### src/rtl/display_pkg.sv
// Shared display timing defaults and types for the scanout path.
package display_pkg;
  localparam int DEF_H_ACTIVE = 640;
  localparam int DEF_H_FP     = 16;
  localparam int DEF_H_SYNC   = 96;
  localparam int DEF_H_BP     = 48;
  localparam int DEF_V_ACTIVE = 480;
  localparam int DEF_V_FP     = 10;
  localparam int DEF_V_SYNC   = 2;
  localparam int DEF_V_BP     = 33;
  localparam int DEF_CW       = 11;

  typedef enum logic [1:0] {IDLE, PENDING, SWAP} flip_state_e;

  typedef struct packed {
    logic [DEF_CW-1:0] x;
    logic [DEF_CW-1:0] y;
  } scan_pos_t;
endpackage

### src/rtl/scan_timing_gen.sv
// Raster counters with registered sync/blank decode and a swap-point strobe.
module scan_timing_gen
  import display_pkg::*;
#(
  parameter int   H_ACTIVE = DEF_H_ACTIVE,
  parameter int   H_FP     = DEF_H_FP,
  parameter int   H_SYNC   = DEF_H_SYNC,
  parameter int   H_BP     = DEF_H_BP,
  parameter int   V_ACTIVE = DEF_V_ACTIVE,
  parameter int   V_FP     = DEF_V_FP,
  parameter int   V_SYNC   = DEF_V_SYNC,
  parameter int   V_BP     = DEF_V_BP,
  parameter logic SYNC_POL = 1'b0,
  parameter int   CW       = DEF_CW
) (
  input  logic          clk,
  input  logic          reset,
  input  logic          pix_ce,
  output logic [CW-1:0] x,
  output logic [CW-1:0] y,
  output logic          hsync,
  output logic          vsync,
  output logic          de,
  output logic          vblank,
  output logic          swap_point
);
  localparam int H_TOTAL = H_ACTIVE + H_FP + H_SYNC + H_BP;
  localparam int V_TOTAL = V_ACTIVE + V_FP + V_SYNC + V_BP;

  localparam logic [CW-1:0] H_LAST   = CW'(H_TOTAL - 1);
  localparam logic [CW-1:0] V_LAST   = CW'(V_TOTAL - 1);
  localparam logic [CW-1:0] H_ACT    = CW'(H_ACTIVE);
  localparam logic [CW-1:0] V_ACT    = CW'(V_ACTIVE);
  localparam logic [CW-1:0] HS_START = CW'(H_ACTIVE + H_FP);
  localparam logic [CW-1:0] HS_END   = CW'(H_ACTIVE + H_FP + H_SYNC);
  localparam logic [CW-1:0] VS_START = CW'(V_ACTIVE + V_FP);
  localparam logic [CW-1:0] VS_END   = CW'(V_ACTIVE + V_FP + V_SYNC);
  localparam logic [CW-1:0] V_SWAP   = CW'(V_ACTIVE - 1);

  function automatic logic sync_lvl(input logic active);
    return active ? SYNC_POL : ~SYNC_POL;
  endfunction

  logic [CW-1:0] x_p0;
  logic [CW-1:0] y_p0;

  // Stage p0: next raster position
  always_comb begin
    x_p0 = x;
    y_p0 = y;
    if (pix_ce) begin
      if (x == H_LAST) begin
        x_p0 = '0;
        y_p0 = (y == V_LAST) ? '0 : y + 1'b1;
      end else begin
        x_p0 = x + 1'b1;
      end
    end
  end

  // Stage p1: position and its decode registered together so they stay aligned
  always_ff @(posedge clk) begin
    if (reset) begin
      x      <= '0;
      y      <= '0;
      hsync  <= sync_lvl(1'b0);
      vsync  <= sync_lvl(1'b0);
      de     <= 1'b1;
      vblank <= 1'b0;
    end else begin
      x      <= x_p0;
      y      <= y_p0;
      hsync  <= sync_lvl((x_p0 >= HS_START) && (x_p0 < HS_END));
      vsync  <= sync_lvl((y_p0 >= VS_START) && (y_p0 < VS_END));
      de     <= (x_p0 < H_ACT) && (y_p0 < V_ACT);
      vblank <= (y_p0 >= V_ACT);
    end
  end

  // Last pixel of the last active line, only when the pixel actually advances
  assign swap_point = pix_ce && (x == H_LAST) && (y == V_SWAP);
endmodule

### src/rtl/frame_flip_scanout.sv
// Scanout timing plus tear-free front/back buffer swap at the start of vblank.
// Optional FRAME_FLIP_STATS_EN adds a saturating missed_frames counter.
module frame_flip_scanout
  import display_pkg::*;
#(
  parameter int   H_ACTIVE = DEF_H_ACTIVE,
  parameter int   H_FP     = DEF_H_FP,
  parameter int   H_SYNC   = DEF_H_SYNC,
  parameter int   H_BP     = DEF_H_BP,
  parameter int   V_ACTIVE = DEF_V_ACTIVE,
  parameter int   V_FP     = DEF_V_FP,
  parameter int   V_SYNC   = DEF_V_SYNC,
  parameter int   V_BP     = DEF_V_BP,
  parameter logic SYNC_POL = 1'b0,
  parameter int   CW       = DEF_CW
) (
  input  logic          clk,
  input  logic          reset,
  input  logic          pix_ce,
  input  logic          flip,
  output logic          hsync,
  output logic          vsync,
  output logic          vblank,
  output logic          de,
  output logic [CW-1:0] x,
  output logic [CW-1:0] y,
  output logic          front_buf,
  output logic          flip_ack
`ifdef FRAME_FLIP_STATS_EN
  ,
  output logic [15:0]   missed_frames
`endif
);
  logic        swap_point;
  logic        flip_q;
  logic        flip_rise;
  flip_state_e state;
  flip_state_e state_nxt;

  scan_timing_gen #(
    .H_ACTIVE(H_ACTIVE), .H_FP(H_FP), .H_SYNC(H_SYNC), .H_BP(H_BP),
    .V_ACTIVE(V_ACTIVE), .V_FP(V_FP), .V_SYNC(V_SYNC), .V_BP(V_BP),
    .SYNC_POL(SYNC_POL), .CW(CW)
  ) u_timing (
    .clk        (clk),
    .reset      (reset),
    .pix_ce     (pix_ce),
    .x          (x),
    .y          (y),
    .hsync      (hsync),
    .vsync      (vsync),
    .de         (de),
    .vblank     (vblank),
    .swap_point (swap_point)
  );

  assign flip_rise = flip && !flip_q;

  // A request arriving on the swap point itself is taken in this frame
  always_comb begin
    state_nxt = state;
    flip_ack  = (state == SWAP);
    case (state)
      IDLE:    if (flip_rise) state_nxt = swap_point ? SWAP : PENDING;
      PENDING: if (swap_point) state_nxt = SWAP;
      SWAP:    state_nxt = IDLE;
      default: state_nxt = IDLE;
    endcase
  end

  always_ff @(posedge clk) begin
    if (reset) begin
      flip_q    <= 1'b0;
      state     <= IDLE;
      front_buf <= 1'b0;
    end else begin
      flip_q    <= flip;
      state     <= state_nxt;
      front_buf <= front_buf ^ (state_nxt == SWAP);
    end
  end

`ifdef FRAME_FLIP_STATS_EN
  function automatic logic [15:0] sat_inc(input logic [15:0] v);
    return (v == 16'hFFFF) ? v : v + 16'd1;
  endfunction

  // A frame boundary passed with no request outstanding
  always_ff @(posedge clk) begin
    if (reset) begin
      missed_frames <= '0;
    end else if ((state == IDLE) && swap_point && !flip_rise) begin
      missed_frames <= sat_inc(missed_frames);
    end
  end
`endif
endmodule

### config.mk
export PLATFORM = sky130hd
export DESIGN_NAME = frame_flip_scanout
export DESIGN_NICKNAME = d
export VERILOG_FILES = /design/src/rtl/display_pkg.sv /design/src/rtl/scan_timing_gen.sv /design/src/rtl/frame_flip_scanout.sv
export SDC_FILE = /design/constraint.sdc
export NUM_CORES = 1
export LEC_CHECK = 0
export CAP_MARGIN = 10
export CORE_MARGIN = 3
export CORE_UTILIZATION = 30
export CTS_CLUSTER_DIAMETER = 200
export CTS_CLUSTER_SIZE = 8
export DETAILED_ROUTE_END_ITERATION = 7
export MAX_ROUTING_LAYER = met4
export SYNTH_ARGS = -nofsm -noshare
export SYNTH_HDL_FRONTEND = slang
export SYNTH_HIERARCHICAL = 1
export SYNTH_SLANG_ARGS = --single-unit
### constraint.sdc
create_clock -name clk -period 2.75 [get_ports clk]
set_clock_uncertainty 0.1 [all_clocks]
set_input_delay 0.55 -clock clk [delete_from_list [all_inputs] [get_ports clk]]
set_output_delay 0.55 -clock clk [all_outputs]
set_load 0.1 [all_outputs]
After elaboration in Yosys (flattened, before gate mapping) --
Index checks and enable logic that the tools add are counted.
Storage, ports and cells: output and inout bits 28, word-level logic and storage cells 44, bits of input ports 4, register bits after elaboration 30
Operators by class: add/subtract/negate cells 2, bitwise operators 1, magnitude comparators 7, multiplexer cells 11, reduce and logical (&&, ||, !) cells 8, equality and inequality tests 6
Operator list (count):
- $mux 11 | 5
- $add 11x1->11 const B | 2
- $eq 11x10->1 const B | 2
- $ge 11x9->1 const B | 2
- $lt 11x10->1 const B | 2
- $lt 11x9->1 const B | 2
- $eq 11x9->1 const B | 1
- $ge 11x10->1 const B | 1
- $logic_and 1x1->1 | 6
- $mux 2 | 3
- $eq 2x2->1 const B | 2
- $pmux 2 s2 | 1
- $eq 2x1->1 const B | 1
- $logic_not 2->1 | 1
- $mux 1 | 2
- $logic_not 1->1 | 1
- $xor 1x1->1 | 1

Logic depth before layout (Yosys ltp) --
Gate-level depths: netlist of run 1.
word-level depth 8, depth in mapped cells 8

Hierarchy --
Netlist of run 1, hierarchy kept.
By module, submodules not included:
- scan_timing_gen | cells an instance 159, times used 1, seq. area each 520.5 um^2, area each 1338.8 um^2
- frame_flip_scanout | cells an instance 15, times used 1, seq. area each 80.1 um^2, area each 158.9 um^2

Worst setup path before layout of run 1 --
Ideal clock, no wire load.
kind register -> register, start point reg u_timing.x[0], end point reg u_timing.de, setup slack -0.316 ns, cell stages (with the launch flop) 8, data arrival time 2.850 ns, path buffers 0, path through dfxtp_1 ha_1 and2_1 and4_1 nand4_1 xor2_1 or4b_1 a41o_1
On the way: cells in the longest elaborated chain, start to end 5, elaborated cells on any way between the ends 9, those cells by class 1 x add/sub; 2 x order compare; 1 x eq/ne; 4 x mux; 1 x reduce/logical
RTL lines:
- start, declared | RTL line scan_timing_gen.sv:19 | output logic [CW-1:0] x,
- start signal, assigned | RTL line scan_timing_gen.sv:71 | x <= x_p0;
- $add 11x1->11 or $eq 11x10->1 (tied branches) | RTL line scan_timing_gen.sv:56, scan_timing_gen.sv:52
- $mux 11 | RTL line scan_timing_gen.sv:52 | if (x == H_LAST) begin
- $mux 11 | RTL line scan_timing_gen.sv:51 | if (pix_ce) begin
- $lt 11x10->1 or $lt 11x9->1 (tied branches) | RTL line scan_timing_gen.sv:75 | de <= (x_p0 < H_ACT) && (y_p0 < V_ACT);
- $logic_and 1x1->1 (*) | RTL line scan_timing_gen.sv:75
- end signal, assigned | RTL line scan_timing_gen.sv:75
- end, declared | RTL line scan_timing_gen.sv:23 | output logic de,
Mark *: on every way between the ends. The rest lies on a longest branch, timed or not. A chain may end at the register's enable or synchronous reset.

Worst setup path in the final report of run 1 --
start point in pix_ce, end point reg u_timing.de
On the way: cells in the longest elaborated chain, start to end 3, elaborated cells on any way between the ends 5, those cells by class 2 x order compare; 2 x mux; 1 x reduce/logical
RTL lines:
- start, declared | RTL line frame_flip_scanout.sv:19 | input logic pix_ce,
- $mux 11 | RTL line scan_timing_gen.sv:51
- $lt 11x10->1 or $lt 11x9->1 (tied branches) | RTL line scan_timing_gen.sv:75
- $logic_and 1x1->1 (*) | RTL line scan_timing_gen.sv:75
Marked as above.

==> results of run 1 <==
[sequential cells by signal, indices dropped and copies added (netlist names)]
| name | cells |
|---|---|
| u_timing/de | 1 |
| flip_q | 1 |
| state | 2 |
| front_buf | 1 |
| u_timing/vsync | 1 |
| u_timing/x | 11 |
| u_timing/y | 11 |
| u_timing/vblank | 1 |
| u_timing/hsync | 1 |
[final timing paths]
kind              cells after the start           from     endpoint  slack [ns]
setup / recovery                      7         pix_ce  u_timing/de        0.24
hold / removal                        1       state[1]     state[0]        0.32
setup reg to reg                      7  u_timing/x[0]  u_timing/de        0.42
hold reg to reg                       1       state[1]     state[0]        0.32
[cell families (layout without fill, tap and decap cells)]
logic type               after synthesis  count (layout)  synth area share (%)
adder cells (fa/ha/maj)                3               3                  2.51
XOR/XNOR                              13              13                  7.60
buffers and inverters                 12              53                  3.68
AO/OA/AOI/OAI                         22              22                  10.4
multiplexers                           1               1                  1.00
AND/OR/NAND/NOR                       93              93                  34.8
flip-flops                            30              30                  40.1
[area by class of cell]
| type | instances | area, sq um |
|---|---|---|
| Clock inverter | 1 | 5.00 |
| Fill cell | 506 | 2820 |
| Sequential cell | 30 | 612 |
| Clock buffer | 7 | 86.3 |
| Timing Repair Buffer | 42 | 323 |
| Multi-Input combinational cell | 132 | 842 |
| Inverter | 3 | 11.3 |
| Tap cell | 67 | 83.8 |
[cells in the mapped netlist (2+ instances only)]
library cell,number
a211oi_1,2
a21oi_1,6
a31o_2,2
and2_1,3
and3_1,4
and4_1,2
buf_2,2
clkbuf_1,6
dfxtp_1,30
ha_1,3
inv_1,3
nand2_1,10
nand3_1,8
nand4_1,12
nor2_1,23
nor2b_1,5
nor3_1,10
nor4_1,2
nor4b_1,2
o21ai_0,4
xnor2_1,6
xor2_1,7
[per-layer routing]
| layer | global-route usage (%) | part of all wire (%) |
|---|---|---|
| met5 | - | 0 |
| met4 | 5.80 | 1.6 |
| met3 | 3.29 | 4.8 |
| met2 | 18.9 | 40 |
| met1 | 19.0 | 54 |
[cell usage in the layout, fill, tap and decap left out, drive strengths merged, types with 3 or more instances in the layout]
master	count
buf	39
dfxtp	30
nor2	24
nand4	12
nand2	10
nor3	10
nand3	9
xor2	7
clkbuf	7
xnor2	6
a21oi	6
nor2b	6
and3	5
o21ai	4
inv	3
clkdlybuf4s50	3
and2	3
ha	3
a211oi	3
[worst reg2reg max path: cells and delay by family, from the launching register on]
family,cells,cell delay [ns]
compound gates,1,0.24
xor+xnor,1,0.17
fa+ha+maj,1,0.22
flops,1,0.37
simple gates,4,1.14
[power by group through the flow]
stage	Clock, mW	Combinational [mW]	Sequential, mW
CTS	0.375	0.0570	0.446
finish	0.361	0.0566	0.446
detailed placement	0	0.0569	0.456
floorplan	0	0.0171	0.476
global route	0.397	0.0605	0.447
global placement	0	0.0573	0.455
==> run summary, run 1 <==
The total area inside the core boundary comes to 4790 sq um. In this design, the stage delay of the slowest critical-path cell is 0.58 ns. TritonCTS built the clock tree.

The fraction of final layout cells sized beyond drive strength 1 is 29.8%. The floorplan has 25 rows. The tools report the proportion of power drawn by combinational gates as 6.6%.

The net count after synthesis came out at 181. The library cell occupying the most area in the post-synthesis netlist is dfxtp_1. The class of the most critical setup path was in2reg. The number of setup violations in the final report is 0, and the detail-routed net length per standard cell is 13.0 microns. The cell sitting at the root of the clock tree is a clkbuf_8.

The global-route wire length before repair was 6320 microns; the post-detailed-placement cell area was 1870 sq um. For this run, design rule violations remaining after detail routing come to 0. The clock tree synthesis step divided the H-tree into 2 levels. The top cell type by area accounts for 40.1% of the synthesized area.

The number of cells after detailed placement was 274. Among all flip-flop cells after synthesis, the most frequent one is dfxtp_1. For this run, the number of standard cells in the final layout without fillers is 282.

The maximum fanout along the worst path is 4. The share of async-settable or async-resettable flops after synthesis works out to 0%. Data on the critical path is required at its endpoint by 2.82 ns.

Worst hold-check slack: 0.316 ns. STA classifies the critical path startpoint as an input pin. Of the total power, registers draw 51.7%. The internal power was 661 uW; the mean post-synth cell area was 8.61 sq um. The detail route stage leaves a number of antenna-violating nets equal to 0. Buffers placed on the I/O ports in this run total 31. For the initial standard-cell utilization of the core, the log shows 31.3%. For the final routed database, the setup TNS stands at 0 ns. For the total number of yosys warnings, the log shows 6.

The worst path meets setup with 0.240 ns of slack. The flow ran to the end, and the final reports show no timing, DRC or antenna violations. After clock tree synthesis, the flow added hold-fix buffers numbering 0. The later pin in the worst-skew pair is clocked with a latency of 0.28 ns. The power per cell area is 440 nW/um^2, and the die span in x is 76.7 microns. The synthesized netlist occupies a cell area of 1500 sq um. The switching power of the nets is 202 uW, and the count of instances resized after the clock tree is built is 0.

The run gives 863 uW as the final total power. Clock tree synthesis inserted a total of 5 buffers. Using the TritonRoute via totals, the vias-per-cell ratio works out to 4.85. The share of the clock period used by the worst path works out to 91.3%. IR analysis of the VDD net gives a maximum drop of 188 uV. For the number of distinct library cells after synthesis, the log shows 44. The largest delay contributor family on the critical path was simple AND/OR/NAND/NOR gates.

At the end of the flow, the number of nets in the layout was 221. The logs give 2710 microns for the estimated wirelength of the detail-placed design and 0.398 GHz for the fmax. Across the run, the number of max-cap violations was 0.

The initial antenna violation count was 0; the final max-slew violation count was 0. The number of global-route vias before repair was 1,300. Number of enable-type register cells in the synthesized netlist: 0.

The post-synthesis register bit count was 30; the final critical path time including I/O delays and setup was 2.51 ns. Counting every instance in the synthesized netlist gives 174. The endpoint arrival time on the critical path was 2.58 ns; the number of clock sinks was 30.

The part of the power in the clock network is 41.8%. The cell type of the slowest stage on the worst timing path is or4b_1. Once layout is done, the placed cells without fillers occupy 1960 sq um. The number of buffer and inverter stages on the critical path works out to 1. Summed over all cells, the static leakage comes to 0.776 nW. The vertical die dimension was 76.7 microns; the pin count of the biggest net entering global routing was 12. The worst pin sits at a relative slew slack of 79.1%. By area the synthesized netlist is led by dfxtp_1, nor2_1, nand4_1, xor2_1, xnor2_1. Total number of vias: 1,368.

Number of DRC violations after detailed-routing iteration 0: 55. The number of antenna diodes in the final layout is 0. The logs give 32 for the boundary pin count and 0 for the final count of hold timing violations. The critical path goes through clkdlybuf4s50_1, and2_1, and4_1, nand4_1, xor2_1, or4b_1, a41o_1.

At the pin with the least slew margin, the transition time is 0.310 ns. The logs give 41.0% for the utilization after layout and 13.7% for the overall global routing resource usage. The worst setup path is captured at a flip-flop. Setup repair after global routing left no endpoint under its margin. The final wirelength came out at 3650 microns. The sequential share of the synthesized area was 40.1%; the maximum root-to-sink buffer count was 2. Synthesis-to-layout area growth: 31.1%. The first detailed-routing pass took 4 iterations. The worst setup timing slack at the placement stage was -0.0342 ns. The area of the die is 5880 sq um.

Summed over all layers, the global routing overflow is 0. For the post-CTS repair timing setup buffer count, the log shows 0. The min-delay analysis places its worst path in the category reg2reg.

The fraction of power spent switching nets is 23.4%, and the final estimated routing congestion in global placement is 0.903. After clock tree synthesis, the clock-pin slew on the worst setup and hold paths is 0.06 ns.
Power figures use the tool's default switching activity.
==> inputs of run 2 (changes only) <==
- SKIP_LAST_GASP: default -> 1
==> results of run 2 <==
Same layout as run 1: the final DEF is identical, and so are final timing and power.
==> edit (settings of run 1) <==
`DEF_CW`: 11 -> 22.
--- a/src/rtl/display_pkg.sv
+++ b/src/rtl/display_pkg.sv
@@ -9,5 +9,5 @@
   localparam int DEF_V_SYNC   = 2;
   localparam int DEF_V_BP     = 33;
-  localparam int DEF_CW       = 11;
+  localparam int DEF_CW       = 22;
 
   typedef enum logic [1:0] {IDLE, PENDING, SWAP} flip_state_e;
Ports: changed (resized x and y); port bits go from 32 to 54. No check against the original RTL was run, so the function may have changed too.
==> edit against run 1 <==
  * Core utilization up 0.40 points
  * Worst hold slack better by 0.034 ns
  * Non-clock buffer count up 57
  * Area after synthesis up 120%
  * Total power up 55%
  * Cell area up 120%
  * Sequential cell count up 22
  * Setup slack worse by 0.083 ns
  * Critical path depth up 2
  * Routed wire length rose to 2.6 times the old value
  * Critical path type is now register to register
  * Highest routed layer unchanged
==> edit: results (changes against run 1) <==
outcome=complete, no violations (unchanged); starting DRC count in detailed routing=136 (was 55); Post-Synth Adder-Cell Area=0.0116 (was 0.0251); r2r setup slk=0.16 ns (was 0.42 ns); CP max stage delay=0.39 ns (was 0.58 ns); Internal=0.000961 W (was 0.000661 W); DP Wirelength=7.13 mm (was 2.71 mm); Seq/Total Area, Yosys=0.322 (was 0.401); Placement Cell Area=4170 sq um (was 1870 sq um); total leakage power=1.58 nW (was 0.776 nW); GR Util met2=0.254 (was 0.189); VDD IR max=188 uV (about the same); Routed WL=9.50 mm (was 3.65 mm); synth top area cells=dfxtp_1 (32%), nor2_1 (6.8%), xnor2_1 (6.5%) (was dfxtp_1 (40%), nor2_1 (5.8%), nand4_1 (5.0%)); net count after synthesis=416 (was 181); worst r2r path cells=9 (was 7); IO buf count=53 (was 31); largest net degree at the start of global routing=18 (was 12); gr usage total=0.172 (was 0.137); grt met3 use=0.0247 (was 0.0329); Distinct cells, synth=64 (was 44); CTS resizes=4 (was 0); slew margin rel.=0.680 (was 0.791); Clk power=0.000456 W (was 0.000361 W); clock-pin slew on the worst setup and hold paths=0.10 ns (was 0.06 ns); share of cells above drive strength 1=0.365 (was 0.298)
-- edit: cell types whose count changed after synthesis, moves of 9 or more --
| cell | run 1 | this run |
|---|---|---|
| dfxtp_1 | 30 | 52 |
| or3_1 | 0 | 9 |
| nor4_1 | 2 | 13 |
| xnor2_1 | 6 | 24 |
| nand3_1 | 8 | 20 |
| nor2_1 | 23 | 59 |
| o21ai_0 | 4 | 15 |
| buf_2 | 2 | 11 |
| nor3_1 | 10 | 19 |
| nand2_1 | 10 | 32 |
-- edit: per-layer routing --
layer	vias to the layer above	share of wire
li1	1617	-
met5	-	0
met2	68	0.44
met1	1499	0.50
met4	0	0.016
met3	12	0.038
-- edit: layout make-up --
type | count | area, sq um
Sequential cell | 52 | 1140
Multi-Input combinational cell | 320 | 2110
Clock inverter | 3 | 18.8
Clock buffer | 5 | 68.8
Timing Repair Buffer | 99 | 762
Fill cell | 1093 | 6100
Tap cell | 136 | 170
Inverter | 11 | 41.3
